## src/rtl/debounce_multi.sv

```systemverilog
// Multi-channel button debouncer: 2-flop synchroniser, per-channel stability counter,
// registered press/release pulses and a long-press (hold) pulse with optional repeat.
module debounce_multi #(
    parameter int unsigned CHANNELS      = 4,
    parameter int unsigned STABLE_CYCLES = 4,
    parameter int unsigned HOLD_CYCLES   = 16,
    parameter bit          REPEAT        = 1'b0,
    parameter bit          INVERT        = 1'b0
) (
    input  logic                clk,
    input  logic                reset,
    input  logic [CHANNELS-1:0] button,
    output logic [CHANNELS-1:0] debounced,
    output logic [CHANNELS-1:0] rise,
    output logic [CHANNELS-1:0] fall,
    output logic [CHANNELS-1:0] hold
);

    localparam int unsigned StW   = (STABLE_CYCLES > 1) ? $clog2(STABLE_CYCLES) : 1;
    localparam int unsigned HoldW = $clog2(HOLD_CYCLES + 1);

    localparam logic [StW-1:0]      StLimit  = StW'(STABLE_CYCLES - 1);
    localparam logic [HoldW-1:0]    HoldLast = HoldW'(HOLD_CYCLES - 1);
    localparam logic [HoldW-1:0]    HoldSat  = HoldW'(HOLD_CYCLES);
    localparam logic [CHANNELS-1:0] InvMask  = {CHANNELS{INVERT}};

    logic [CHANNELS-1:0] sync1_q;
    logic [CHANNELS-1:0] sync2_q;
    logic [CHANNELS-1:0] s;

    // Synchroniser idles at the inactive raw level so reset looks like "not pressed".
    always_ff @(posedge clk) begin
        if (!reset) begin
            sync1_q <= InvMask;
            sync2_q <= InvMask;
        end else begin
            sync1_q <= button;
            sync2_q <= sync1_q;
        end
    end

    assign s = sync2_q ^ InvMask;

    for (genvar i = 0; i < CHANNELS; i++) begin : g_ch
        logic [StW-1:0]   stab_q, stab_d;
        logic [HoldW-1:0] hcnt_q, hcnt_d;
        logic             deb_q, deb_d;
        logic             rise_q, rise_d;
        logic             fall_q, fall_d;
        logic             hold_q, hold_d;

        always_comb begin
            stab_d = stab_q;
            deb_d  = deb_q;
            if (s[i] == deb_q) begin
                stab_d = '0;
            end else if (stab_q == StLimit) begin
                deb_d  = s[i];
                stab_d = '0;
            end else begin
                stab_d = stab_q + 1'b1;
            end

            rise_d = deb_d & ~deb_q;
            fall_d = ~deb_d & deb_q;

            // Hold counter is zero in the rise cycle; a release wins over a due hold.
            hold_d = 1'b0;
            hcnt_d = hcnt_q;
            if (!deb_d || rise_d) begin
                hcnt_d = '0;
            end else if (hcnt_q == HoldLast) begin
                hold_d = 1'b1;
                hcnt_d = REPEAT ? '0 : HoldSat;
            end else if (hcnt_q != HoldSat) begin
                hcnt_d = hcnt_q + 1'b1;
            end
        end

        always_ff @(posedge clk) begin
            if (!reset) begin
                stab_q <= '0;
                hcnt_q <= '0;
                deb_q  <= 1'b0;
                rise_q <= 1'b0;
                fall_q <= 1'b0;
                hold_q <= 1'b0;
            end else begin
                stab_q <= stab_d;
                hcnt_q <= hcnt_d;
                deb_q  <= deb_d;
                rise_q <= rise_d;
                fall_q <= fall_d;
                hold_q <= hold_d;
            end
        end

        assign debounced[i] = deb_q;
        assign rise[i]      = rise_q;
        assign fall[i]      = fall_q;
        assign hold[i]      = hold_q;
    end

endmodule

```

## config.mk

```make
export PLATFORM = sky130hd
export DESIGN_NAME = debounce_multi
export DESIGN_NICKNAME = d
export VERILOG_FILES = /design/src/rtl/debounce_multi.sv
export SDC_FILE = /design/constraint.sdc
export NUM_CORES = 1
export LEC_CHECK = 0
export CAP_MARGIN = 20
export CORE_ASPECT_RATIO = 0.75
export CORE_MARGIN = 5
export CORE_UTILIZATION = 28
export CTS_CLUSTER_DIAMETER = 80
export DETAILED_ROUTE_END_ITERATION = 12
export GPL_TIMING_DRIVEN = 0
export PLACE_DENSITY_LB_ADDON = 0.05
export REMOVE_ABC_BUFFERS = 1
export SYNTH_ARGS = -nofsm -noshare
export SYNTH_HDL_FRONTEND = slang
export SYNTH_SLANG_ARGS = --single-unit
```

## constraint.sdc

```tcl
create_clock -name clk -period 1.7 [get_ports clk]
set_input_delay 0.425 -clock clk [delete_from_list [all_inputs] [get_ports clk]]
set_output_delay 0.425 -clock clk [all_outputs]
set_load 0.01 [all_outputs]
```

Word-level counts from Yosys, hierarchy flattened
Index checks and enable logic that the tools add are counted.
{"block": "totals", "register_bits": 52, "latchBits": 0, "ramBits": 0, "rom_bits": 0, "in_bits": 6, "out_inout_bits": 16, "word_cells": 115, "n_memories": 0}
{"block": "op_classes", "add_sub_neg": 8, "multipliers": 0, "div": 0, "n_lt_le_gt_ge": 0, "n_eq_ne": 16, "n_shift": 0, "muxes": 20, "bitwise_logic": 17, "n_reduce_logical": 24}
{"op": "5-bit 2-to-1 mux", "n": 8}
{"op": "3-bit OR reduction", "n": 8}
{"op": "5-bit by 1-bit adder with 5-bit output, second input constant", "n": 4}
{"op": "5-bit by 4-bit == test with 1-bit output, second input constant", "n": 4}
{"op": "5-bit inequality test, second input constant", "n": 4}
{"op": "1-bit 2-to-1 mux", "n": 12}
{"op": "1-bit NOT", "n": 9}
{"op": "2-bit by 1-bit adder with 2-bit output, second input constant", "n": 4}
{"op": "1-bit bitwise AND", "n": 8}
{"op": "2-bit == test, second input constant", "n": 4}
{"op": "2-bit nonzero test", "n": 4}
{"op": "2-bit OR reduction", "n": 4}
{"op": "1-bit == test", "n": 4}
{"op": "1-bit logical NOT", "n": 4}
{"op": "1-bit logical OR", "n": 4}

Logic depth before layout (Yosys ltp)
{"block": "depth", "ltp_word": 6, "ltp_mapped": 6, "mapped_depth_nobuf": 5}

Worst setup path before layout
No wires, ideal clock.
{"block": "synth_timing", "kind": "reg2reg", "from": "register g_ch[2].hcnt_q[0]", "to": "register g_ch[2].hcnt_q[2]", "setup_time_ns": 0.073, "t_arrival_ns": 1.430, "t_required_ns": 1.627, "slack_ns": 0.197, "path_stages_with_launch": 6, "n_path_buf": 0, "path_cell_list": "dfxtp_1 ha_1 and3_1 ha_1 or3_4 nor3_2"}
{"block": "synth_via", "elab_chain_len": 2, "elab_cells_between_ends": 4, "cone_classes": "1 x add/sub; 2 x eq/ne; 1 x reduce/logical"}
{"item": "start, declared", "line_no": "46", "rtl": "logic [HoldW-1:0] hcnt_q, hcnt_d;"}
{"item": "start signal, assigned", "line_no": "90", "rtl": "hcnt_q <= hcnt_d;"}
{"item": "branches (longest 2 deep; another with 5-bit by 1-bit adder with 5-bit output)"}
Parallel ways; which one is timed is not known.
A chain may end at the register's enable or synchronous reset.

Worst setup path after layout
{"block": "layout_timing", "from": "register g_ch[1].deb_q", "to": "output debounced[1]"}
{"item": "start, declared", "line_no": "47", "rtl": "logic deb_q, deb_d;"}
{"item": "start signal, assigned", "line_no": "84", "rtl": "deb_q <= 1'b0;"}
{"item": "start signal, assigned", "line_no": "91", "rtl": "deb_q <= deb_d;"}
{"item": "end, declared", "line_no": "13", "rtl": "output logic [CHANNELS-1:0] debounced,"}
No word-level cell between the ends.

==> results.json <==
{
  "status": "finished, final reports clean",
  "port_buffers": 21,
  "slowest_delay_ns": 0.54,
  "path_cells": "clkdlybuf4s50_1",
  "io_pins": 22,
  "synth_edf_count": 0,
  "grt.total_usage_pct": 7.29,
  "powerDensity_mw_per_mm2": 787,
  "wl_per_cell_um": 10.5,
  "nFillCells": 817,
  "tightest_slew_ns": 0.460,
  "ys_warn_count": 0,
  "hold_ws_ns": 0.436,
  "path_delay_family": "buffers and inverters",
  "layout_min_cycle_time_ns": 1.64,
  "rows": 28,
  "crit_start": "g_ch[1].deb_q",
  "setup_viol": 0,
  "grt_pass1_vias": 1272,
  "syn_avg_cell_area_sq_um": 10.6,
  "cts_tree": "built",
  "multi_input_area_sq_um": 986,
  "yosysMostFrequentCell": "dfxtp_1",
  "insertion_delay_ns": 0.30,
  "grt_max_degree": 29,
  "path_clk_slew_ns": 0.08,
  "drc": 0,
  "num_vias": 1304,
  "start_util_pct": 28.3,
  "crit_type": "flop to output port",
  "slew_violations": 0,
  "core_area_sq_mm": 0.00778,
  "vdd_drop_max_mv": 0.266,
  "synth_common_cells": "dfxtp_1 (52), buf_4 (19), ha_1 (16), inv_1 (14), nor2_1 (12)",
  "cp.arrival_ns": 1.21,
  "synth.area.top_cells": "dfxtp_1 (47%), ha_1 (9.1%), buf_4 (6.5%)",
  "synthArstFlopShare_pct": 0,
  "rrSetupSlack_ns": 0.09,
  "crit-reg2reg-launch": "g_ch[3].hcnt_q[0]",
  "critical_path.max_fanout": 6,
  "post_cts_buffers": 0,
  "cpMaxStageDelayCell": "clkdlybuf4s50_1",
  "dieArea_sq_mm": 0.00975,
  "hold_buffers": 0,
  "slew_headroom_pct": 69.3,
  "fin_crit_sh_pct": 96.2,
  "dp_slack_ns": -0.620,
  "synth_cell_types": 26,
  "dp_hpwl_mm": 2.40,
  "drive_gt1_share_pct": 9.77,
  "netlist_instances": 207,
  "p_leak_nw": 0.949,
  "die_h_um": 86.8,
  "ctsHtreeMaxLevel": 2,
  "dp.cells": 312,
  "start_kind": "flop",
  "dr.pass1.iters": 4,
  "ys_ff_latch": 52,
  "yosys_most_used_dff": "dfxtp_1",
  "grt_antenna_before_repair": 0,
  "clock.fmax_ghz": 0.611,
  "max-clock-path-buffers": 2,
  "setup_tns_ns": 0,
  "grt_first_pass_wirelength_mm": 5.73,
  "area_growth_pct": 14.4,
  "postRouteAntennaNets": 0,
  "yosysTopAreaCell": "dfxtp_1",
  "drt_iter0_drc": 17,
  "dieWidth_um": 112,
  "rsz0062_at_grt": "false",
  "finalNonFillerCells": 320,
  "holdCritStartpoint": "g_ch[1].stab_q[0]",
  "end_kind": "output port",
  "seq_area_sq_mm": 0.00105,
  "cts_made_buffers": 5,
  "crit_required_ns": 1.27,
  "crit_buf_inv": 1,
  "maxCapViolCount": 0,
  "drt-vias-per-instance": 4.08,
  "clock_sinks": 52,
  "routabilityCongestion": 0.710,
  "grt_overflow": 0,
  "setup_slack_ns": 0.0644,
  "finalHoldViolations": 0,
  "num_antenna_cells": 0,
  "synth_top_area_share_pct": 47.3,
  "cts_root_buf": "clkbuf_8",
  "nets": 236,
  "postRouteWirelength_mm": 3.35,
  "fin_skew_ns": 0.00419,
  "synth_area_sq_mm": 0.00220,
  "hp-class": "flop to flop",
  "ys_seq_area_share_pct": 47.3
}
-- repair_timing --
item,CTS,global route
endpoints found under the setup margin,24,17
gates cloned,0,0
hold endpoints to repair,0,0
gates resized for setup,9,6
-- metal layers --
layer  routed length (um)  up-vias  global-route usage, %
li1                     -      687                      -
met4                   51        0                   3.28
met1                 1760      590                   9.79
met5                    0        -                      0
met3                  190        5                   3.21
met2                 1340       22                   10.0
-- placed cells by master, fill, tap and decap left out, types with 2 or more instances in the layout --
cell type / count
and3_1: 4
nor3_2: 2
nand2b_1: 2
clkdlybuf4s50_1: 17
nor4_1: 4
clkbuf_1: 2
and3_2: 2
clkbuf_8: 6
xor2_1: 6
dlymetal6s2s_1: 2
inv_1: 14
nor2b_1: 8
dfxtp_1: 48
xnor2_1: 10
nor2b_4: 2
nor4bb_4: 2
mux2i_1: 8
nand3_1: 6
nand2_1: 4
and2_1: 8
nor4bb_1: 4
and4bb_1: 2
nor4b_1: 2
or3_4: 2
and4b_1: 2
nor2_1: 12
nor3b_1: 6
nor3_1: 6
ha_1: 16
dfxtp_2: 3
-- worst reg2reg max path, delay by kind of cell (launching register included) --
family | cells | cell delay, ns
adders and majority gates | 2 | 0.42
DFF | 1 | 0.34
and+or+nand+nor | 3 | 0.79
-- flip-flops by register name (all words and copies together), names as in the netlist --
register,count
g_ch.fall_q,4
g_ch.hcnt_q,20
sync1_q,4
g_ch.stab_q,8
g_ch.hold_q,4
s,4
g_ch.deb_q,4
g_ch.rise_q,4
-- path summary, 6_finish.rpt --
check                       to  cells past startpoint
max               debounced[1]                      1
min          g_ch[1].stab_q[0]                      1
max reg2reg  g_ch[3].hcnt_q[2]                      5
min reg2reg  g_ch[1].stab_q[0]                      1
-- stage by stage --
step                      area [sq um]  power, mW  util (%)
after global placement            2390       1.30      30.7
after CTS                         2500       2.03      32.1
after detailed placement          2390       1.30      30.7
after global routing              2520       2.08      32.4
final                             2520       1.98      32.4
after floorplan                   2050       1.28         -
-- kinds of logic after synthesis --
logic type / after synthesis / synth area share, %
xor+xnor: 16 / 6.37
fa+ha+maj: 16 / 9.10
buf+inv: 35 / 9.22
flops: 52 / 47.3
mux: 8 / 3.64
simple gates: 80 / 24.3
-- area by class of cell --
cell class	count	share of cell area, %
sequential	52	41.7
inverter	14	2.09
clock buffer	8	3.58
tap	105	5.22
multi-input combinational	120	39.2
timing repair buffer	21	8.30
-- power by group --
group | internal (mW) | switching, mW
logic | 0.0212 | 0.0137
registers | 1.23 | 0.00647
clock network | 0.333 | 0.380
total | 1.58 | 0.400
Note: power is estimated with default switching activity, not from simulation.
